**config.mk**
```make
export PLATFORM = sky130hd
export DESIGN_NAME = pm_sequencer_flat
export DESIGN_NICKNAME = d
export VERILOG_FILES = /design/src/rtl/pm_sequencer_pkg.sv /design/src/rtl/pm_sequencer_if.sv /design/src/rtl/pm_sequencer.sv /design/src/flat_wrapper.sv
export SDC_FILE = /design/constraint.sdc
export NUM_CORES = 1
export LEC_CHECK = 0
export ABC_CLOCK_PERIOD_IN_PS = 5000
export BUFFER_PORTS_ARGS = -buffer_cell sky130_fd_sc_hd__buf_2
export CORE_MARGIN = 10
export CORE_UTILIZATION = 45
export DETAILED_ROUTE_END_ITERATION = 10
export PLACE_DENSITY = 0.66
export SYNTH_ARGS = -nofsm -noshare
export SYNTH_HDL_FRONTEND = slang
export SYNTH_SLANG_ARGS = --single-unit
export TNS_END_PERCENT = 5
```
**constraint.sdc**
```tcl
create_clock -name clk -period 5 [get_ports clk]
set_input_delay 0.25 -clock clk [delete_from_list [all_inputs] [get_ports clk]]
set_output_delay 0.25 -clock clk [all_outputs]
set_load 0.005 [all_outputs]
```
**src/rtl/pm_sequencer_pkg.sv**
```systemverilog
// Shared types and constants for the phase-monitor sequencer.
// FSM state encoding and the sign-select codes driven onto sel_pm_sign.
package pm_seq_pkg;

    typedef enum logic [2:0] {
        ST_IDLE,
        ST_SETUP_P,
        ST_MEAS_P,
        ST_SETTLE_P,
        ST_SETUP_N,
        ST_MEAS_N,
        ST_SETTLE_N,
        ST_DONE
    } pm_seq_state_t;

    localparam logic [1:0] PM_SIGN_OFF = 2'b00;
    localparam logic [1:0] PM_SIGN_POS = 2'b01;
    localparam logic [1:0] PM_SIGN_NEG = 2'b10;

endpackage

```
**src/rtl/pm_sequencer_if.sv**
```systemverilog
// Control/result bundle between the slice wrapper (master) and the sequencer (slave).
// pm_out is produced by the phase monitor and travels with the wrapper-side signals.
interface pm_sequencer_if #(
    parameter int Npm  = 20,
    parameter int Nwin = 16
) ();

    logic             start;
    logic [1:0]       cfg_sel_in;
    logic [Nwin-1:0]  win_len;
    logic [Npm-1:0]   pm_out;
    logic             en_pm;
    logic [1:0]       sel_pm_sign;
    logic [1:0]       sel_pm_in;
    logic             busy;
    logic             done;
    logic [Npm-1:0]   pm_pos;
    logic [Npm-1:0]   pm_neg;
    logic [Npm:0]     pm_diff;

    modport master (
        output start, cfg_sel_in, win_len, pm_out,
        input  en_pm, sel_pm_sign, sel_pm_in, busy, done, pm_pos, pm_neg, pm_diff
    );

    modport slave (
        input  start, cfg_sel_in, win_len, pm_out,
        output en_pm, sel_pm_sign, sel_pm_in, busy, done, pm_pos, pm_neg, pm_diff
    );

endinterface

```
**src/rtl/pm_sequencer.sv**
```systemverilog
// Phase-monitor sequencer: runs a positive and a negative measurement window,
// captures both counts and publishes them with their signed difference.
module pm_sequencer
    import pm_seq_pkg::*;
#(
    parameter int Npm     = 20,
    parameter int Nwin    = 16,
    parameter int Nsettle = 4
) (
    input  logic            clk,
    input  logic            rstb,
    pm_sequencer_if.slave   bus
);

    // One down-counter serves both the enable window and the settle wait.
    localparam int CntW = (Nwin > $clog2(Nsettle + 1)) ? Nwin : $clog2(Nsettle + 1);

    pm_seq_state_t    state;
    logic [CntW-1:0]  cnt;
    logic [Nwin-1:0]  win_q;
    logic [Npm-1:0]   pos_stage;

    // NOTE: every register, including the result outputs, is cleared by the
    // asynchronous reset so a mid-run abort leaves nothing stale on the ports.
    always_ff @(posedge clk or negedge rstb) begin
        if (!rstb) begin
            state           <= ST_IDLE;
            cnt             <= '0;
            win_q           <= '0;
            pos_stage       <= '0;
            bus.en_pm       <= 1'b0;
            bus.sel_pm_sign <= PM_SIGN_OFF;
            bus.sel_pm_in   <= 2'b00;
            bus.busy        <= 1'b0;
            bus.done        <= 1'b0;
            bus.pm_pos      <= '0;
            bus.pm_neg      <= '0;
            bus.pm_diff     <= '0;
        end else begin
            // NOTE: non-blocking assignments throughout; outputs are computed
            // for the state being entered so they are registered, not decoded.
            bus.done <= 1'b0;
            unique case (state)
                // DONE samples start like IDLE so a held start runs back-to-back.
                ST_IDLE, ST_DONE: begin
                    if (bus.start) begin
                        win_q           <= (bus.win_len == '0) ? Nwin'(1) : bus.win_len;
                        bus.sel_pm_in   <= bus.cfg_sel_in;
                        bus.sel_pm_sign <= PM_SIGN_POS;
                        bus.busy        <= 1'b1;
                        state           <= ST_SETUP_P;
                    end else begin
                        bus.sel_pm_sign <= PM_SIGN_OFF;
                        bus.busy        <= 1'b0;
                        state           <= ST_IDLE;
                    end
                end
                ST_SETUP_P: begin
                    bus.en_pm <= 1'b1;
                    cnt       <= CntW'(win_q) - CntW'(1);
                    state     <= ST_MEAS_P;
                end
                ST_MEAS_P: begin
                    if (cnt == '0) begin
                        bus.en_pm <= 1'b0;
                        cnt       <= CntW'(Nsettle - 1);
                        state     <= ST_SETTLE_P;
                    end else begin
                        cnt <= cnt - CntW'(1);
                    end
                end
                ST_SETTLE_P: begin
                    if (cnt == '0) begin
                        pos_stage       <= bus.pm_out;
                        bus.sel_pm_sign <= PM_SIGN_NEG;
                        state           <= ST_SETUP_N;
                    end else begin
                        cnt <= cnt - CntW'(1);
                    end
                end
                ST_SETUP_N: begin
                    bus.en_pm <= 1'b1;
                    cnt       <= CntW'(win_q) - CntW'(1);
                    state     <= ST_MEAS_N;
                end
                ST_MEAS_N: begin
                    if (cnt == '0) begin
                        bus.en_pm <= 1'b0;
                        cnt       <= CntW'(Nsettle - 1);
                        state     <= ST_SETTLE_N;
                    end else begin
                        cnt <= cnt - CntW'(1);
                    end
                end
                ST_SETTLE_N: begin
                    if (cnt == '0) begin
                        // All three results land on the same edge.
                        bus.pm_pos      <= pos_stage;
                        bus.pm_neg      <= bus.pm_out;
                        bus.pm_diff     <= {1'b0, pos_stage} - {1'b0, bus.pm_out};
                        bus.done        <= 1'b1;
                        bus.sel_pm_sign <= PM_SIGN_OFF;
                        state           <= ST_DONE;
                    end else begin
                        cnt <= cnt - CntW'(1);
                    end
                end
                default: state <= ST_IDLE;
            endcase
        end
    end

endmodule

```
**src/flat_wrapper.sv**
```systemverilog
// flat-port wrapper written by rule: the top's interface ports become plain ports
module pm_sequencer_flat import pm_seq_pkg::*;
#(
    parameter int Npm     = 20,
    parameter int Nwin    = 16,
    parameter int Nsettle = 4
)
  (clk, rstb, bus_start, bus_cfg_sel_in, bus_win_len, bus_pm_out, bus_en_pm, bus_sel_pm_sign, bus_sel_pm_in, bus_busy, bus_done, bus_pm_pos, bus_pm_neg, bus_pm_diff);
  pm_sequencer_if #(.Npm(Npm), .Nwin(Nwin)) bus_i ();
  input  logic clk;
  input  logic rstb;
  input wire logic [$bits(bus_i.start)-1:0] bus_start;
  input wire logic [$bits(bus_i.cfg_sel_in)-1:0] bus_cfg_sel_in;
  input wire logic [$bits(bus_i.win_len)-1:0] bus_win_len;
  input wire logic [$bits(bus_i.pm_out)-1:0] bus_pm_out;
  output wire logic [$bits(bus_i.en_pm)-1:0] bus_en_pm;
  output wire logic [$bits(bus_i.sel_pm_sign)-1:0] bus_sel_pm_sign;
  output wire logic [$bits(bus_i.sel_pm_in)-1:0] bus_sel_pm_in;
  output wire logic [$bits(bus_i.busy)-1:0] bus_busy;
  output wire logic [$bits(bus_i.done)-1:0] bus_done;
  output wire logic [$bits(bus_i.pm_pos)-1:0] bus_pm_pos;
  output wire logic [$bits(bus_i.pm_neg)-1:0] bus_pm_neg;
  output wire logic [$bits(bus_i.pm_diff)-1:0] bus_pm_diff;
  assign bus_i.start = bus_start;
  assign bus_i.cfg_sel_in = bus_cfg_sel_in;
  assign bus_i.win_len = bus_win_len;
  assign bus_i.pm_out = bus_pm_out;
  assign bus_en_pm = bus_i.en_pm;
  assign bus_sel_pm_sign = bus_i.sel_pm_sign;
  assign bus_sel_pm_in = bus_i.sel_pm_in;
  assign bus_busy = bus_i.busy;
  assign bus_done = bus_i.done;
  assign bus_pm_pos = bus_i.pm_pos;
  assign bus_pm_neg = bus_i.pm_neg;
  assign bus_pm_diff = bus_i.pm_diff;
  pm_sequencer #(.Npm(Npm), .Nwin(Nwin), .Nsettle(Nsettle)) u_core (.clk(clk), .rstb(rstb), .bus(bus_i));
endmodule
```
==> parameters.txt <==
Parameter                              Value

Status
  Outcome ... finished, final reports clean

Synth
  Post-synth EDFFs ... 0
  Net Count, Synth ... 815
  Main flop type after synthesis ... sky130_fd_sc_hd__dfrtp_1
  Yosys top cell by area ... sky130_fd_sc_hd__dfrtp_1
  Post-synthesis instance area ... 0.00684 mm²
  Netlist cell types ... 68
  Per-instance average area after synthesis ... 9.10 µm²
  Seq/Total Area, Yosys ... 45.0%
  Top cells by instance count after synthesis ... sky130_fd_sc_hd__nand2_1, sky130_fd_sc_hd__dfrtp_1, sky130_fd_sc_hd__o21ai_0
  Dominant cells by area after synthesis ... sky130_fd_sc_hd__dfrtp_1, sky130_fd_sc_hd__nand2_1, sky130_fd_sc_hd__mux2_2
  Synth warn ... 0
  Async set-or-reset flop fraction in the synthesized netlist ... 100%
  Gate Count Post-Synth ... 751
  Proportion of netlist area held by the largest area contributor ... 45.0%
  Cell with the most instances after synthesis ... sky130_fd_sc_hd__nand2_1
  Post-synthesis sequential element count ... 123

Route
  DRC Markers ... 0
  Average wire per cell in the routed design ... 18.1 µm
  Routed wire length ... 18,800 µm
  Antenna Violating Nets Remaining ... 0
  Vias per inst ... 5.73
  Via count ... 5,968
  TritonRoute pass-1 iters ... 6
  Number of DRC markers after the initial detailed-route iteration ... 551

Floorplanning
  Site row count ... 44
  Floorplan die area ... 0.0205 mm²
  Number of top-level design ports ... 109
  Core Region ... 0.0147 mm²
  Starting Density ... 46.5%
  Chip height ... 143 µm
  Die W ... 143 µm

Critical path
  Required time reported for the critical path endpoint ... 5300 ps
  Maximum fanout encountered on the critical timing path ... 23
  Type of element launching the critical path ... register
  Data arrival time at the worst-slack endpoint ... 3610 ps
  CP endpoint kind ... register
  Slack of the worst reg-to-reg path ... 1690 ps
  Startpoint-to-endpoint class of the critical path ... reg -> reg

Global routing
  Antenna violations before repair ... 0
  Total global routing track utilization ... 18.7%
  Pin count of the biggest net entering global routing ... 66
  Remaining Overflow, GRT ... 0
  First-pass GRT wire length ... 31,100 µm
  Number of global-route vias before repair ... 6,048

Clock tree
  Clock Latency Late Sink ... 420 ps
  Post-CTS clock slew at the launch and capture registers of the worst setup and hold paths ... 50 ps
  CTS root buffer ... sky130_fd_sc_hd__clkbuf_16
  Clock tree from TritonCTS ... yes
  Num Clock Sinks ... 123
  Number of buffers created by CTS ... 17
  Buffer levels on the longest clock path ... 2
  Max H-tree Level ... 4

Timing
  Final slew viol count ... 0
  Total setup violations reported at the end of the flow ... 0
  Clock period minus worst slack ... 3310 ps
  Final cycle utilization of the critical path ... 66.2%
  Relative slew slack ... 20.7%
  Unrepaired setup endpoints after global routing ... false
  Worst Max-Slew Pin Slew ... 1190 ps
  Fin. Hold Viols ... 0
  Highest clock frequency the design can meet ... 302 MHz
  Post-route clock skew ... 6.97 ps
  Setup Total Neg Slack ... 0 ps

Finish
  Number of nets at the end of the flow ... 911
  FF/Latch Area ... 0.00308 mm²
  Area of combinational cells with multiple inputs ... 0.00346 mm²
  Antenna cell count ... 0
  Layout overhead on the synthesized area ... 18.3%
  Post-Layout Cell Count ... 1,041
  Number of fillers in the final layout ... 1,314
  Fraction of final layout cells sized beyond drive strength 1 ... 22.4%

Placement
  Port Buffer Count ... 108
  Final Wtd Congestion ... 0.936
  Final HPWL from detailed placement ... 13,600 µm
  Number of cells after detailed placement ... 1,011

Pwr
  Switching component of the power ... 1.46 mW
  Sw Ratio ... 36.8%
  Cell Int Power ... 2.51 mW
  Gate power share ... 33.9%
  Share of total power in the clock network ... 30.3%
  Power density of the placed cells ... 491 mW/mm²
  Worst supply voltage drop on vdd ... 0.290 mV
  Leakage ... 3.94 nW
  Sequential cell fraction of total power ... 35.8%

Hold path
  Path type of the worst min-delay path ... in -> reg

Run
  Max-cap violations ... 0
routing by layer:
layer / share of wire, % / wire (µm) / GRT usage (%)
met5: 0 / 0 / 0
met2: 46 / 8720 / 29.5
met4: 0.96 / 180 / 4.94
met1: 46 / 8750 / 24.7
met3: 6.3 / 1180 / 4.98
final cells by class:
| cell class | instances | area share (%) |
|---|---|---|
| clock buffers | 22 | 5.86 |
| clock inverters | 7 | 1.14 |
| flip-flops and latches | 123 | 38.1 |
| repair buffers | 117 | 7.58 |
| well taps | 184 | 2.85 |
| multi-input cells | 552 | 42.8 |
| inverters | 36 | 1.67 |
kinds of logic after synthesis:
logic type	Yosys count	share of synthesized area, %
simple gates	279	19.4
compound gates	186	17.2
flops	123	45.0
buf+inv	76	4.50
mux	39	6.37
xor+xnor	24	3.07
fa+ha+maj	24	4.46
critical path, stage by stage, from the launching register on:
cell and delay, ps:
sky130_fd_sc_hd__dfrtp_1 400, sky130_fd_sc_hd__inv_1 90, sky130_fd_sc_hd__ha_1 200, sky130_fd_sc_hd__nor3b_1 270
sky130_fd_sc_hd__and4_1 430, sky130_fd_sc_hd__nand2_1 320, sky130_fd_sc_hd__nor3_4 1040, sky130_fd_sc_hd__mux2_2 430
sequential cells by signal (all words and copies together), names as in the netlist, 2 cells and up:
register	flops
u_core.pos_stage	20
u_core.bus.sel_pm_sign	2
u_core.bus.sel_pm_in	2
u_core.bus.pm_pos	20
u_core.bus.pm_neg	20
u_core.state	3
u_core.cnt	16
u_core.bus.pm_diff	21
u_core.win_q	16
placed cells by master, fill, tap and decap left out, types with 6 or more instances in the layout:
master                      synthesis  layout
sky130_fd_sc_hd__nor2_1            39      39
sky130_fd_sc_hd__nor4_1             7       7
sky130_fd_sc_hd__nand3_1           14      13
sky130_fd_sc_hd__and2_1             6       6
sky130_fd_sc_hd__nor3_1            20      20
sky130_fd_sc_hd__ha_1              22      22
sky130_fd_sc_hd__nand2b_1           9       9
sky130_fd_sc_hd__a21oi_1           37      37
sky130_fd_sc_hd__o21ai_0           71      70
sky130_fd_sc_hd__inv_1             36      36
sky130_fd_sc_hd__dfrtp_1          123     123
sky130_fd_sc_hd__buf_4              2       9
sky130_fd_sc_hd__buf_2              6     107
sky130_fd_sc_hd__nand4_1            8       8
sky130_fd_sc_hd__clkbuf_16          0      17
sky130_fd_sc_hd__a21o_1             9       9
sky130_fd_sc_hd__or3_1              7       7
sky130_fd_sc_hd__nand2_1          143     143
sky130_fd_sc_hd__mux2_2            36      36
sky130_fd_sc_hd__o211ai_1           6       6
sky130_fd_sc_hd__xor2_1            15      15
sky130_fd_sc_hd__xnor2_1            9       9
power groups by stage:
stage | Combinational, mW | Clock, mW | Sequential, mW
2_1_floorplan | 1.01 | 0 | 1.35
3_3_place_gp | 1.30 | 0 | 1.42
3_5_place_dp | 1.32 | 0 | 1.43
4_1_cts | 1.33 | 1.21 | 1.42
5_1_grt | 1.49 | 1.26 | 1.45
6_report | 1.35 | 1.20 | 1.42
worst paths after layout:
kind,endpoint,startpoint,cells after the start
worst max-delay path,u_core.pos_stage[2],u_core.cnt[0],7
worst min-delay path,u_core.bus.sel_pm_in[1],bus_cfg_sel_in[1],2
worst max register to register,u_core.pos_stage[2],u_core.cnt[0],7
worst min register to register,u_core.bus.pm_neg[5],u_core.bus.pm_neg[5],2
max in group asynchronous,u_core.cnt[0],rstb,3
min in group asynchronous,u_core.bus.pm_pos[12],rstb,2
repair_timing:
| item | in CTS | in global routing |
|---|---|---|
| buffers inserted | 0 | 0 |
| hold buffers | 1 | 0 |
| endpoints found under the hold margin | 58 | 0 |
| gates resized for setup | 0 | 0 |
per-stage QoR:
| stage | util (%) | setup WS [ps] | hold WS [ps] | area (µm²) | power, mW |
|---|---|---|---|---|---|
| 5_1_grt | 55.0 | 1430 | 56.5 | 8090 | 4.20 |
| 3_3_place_gp | 51.1 | 1860 | 376 | 7510 | 2.72 |
| 4_1_cts | 55.0 | 1700 | 58.4 | 8090 | 3.96 |
| 3_5_place_dp | 51.1 | 1720 | 379 | 7510 | 2.75 |
| 6_report | 55.0 | 1690 | 66.9 | 8090 | 3.97 |
| 2_1_floorplan | - | 2700 | -45.6 | 6840 | 2.36 |
(Power assumes the default switching activity.)
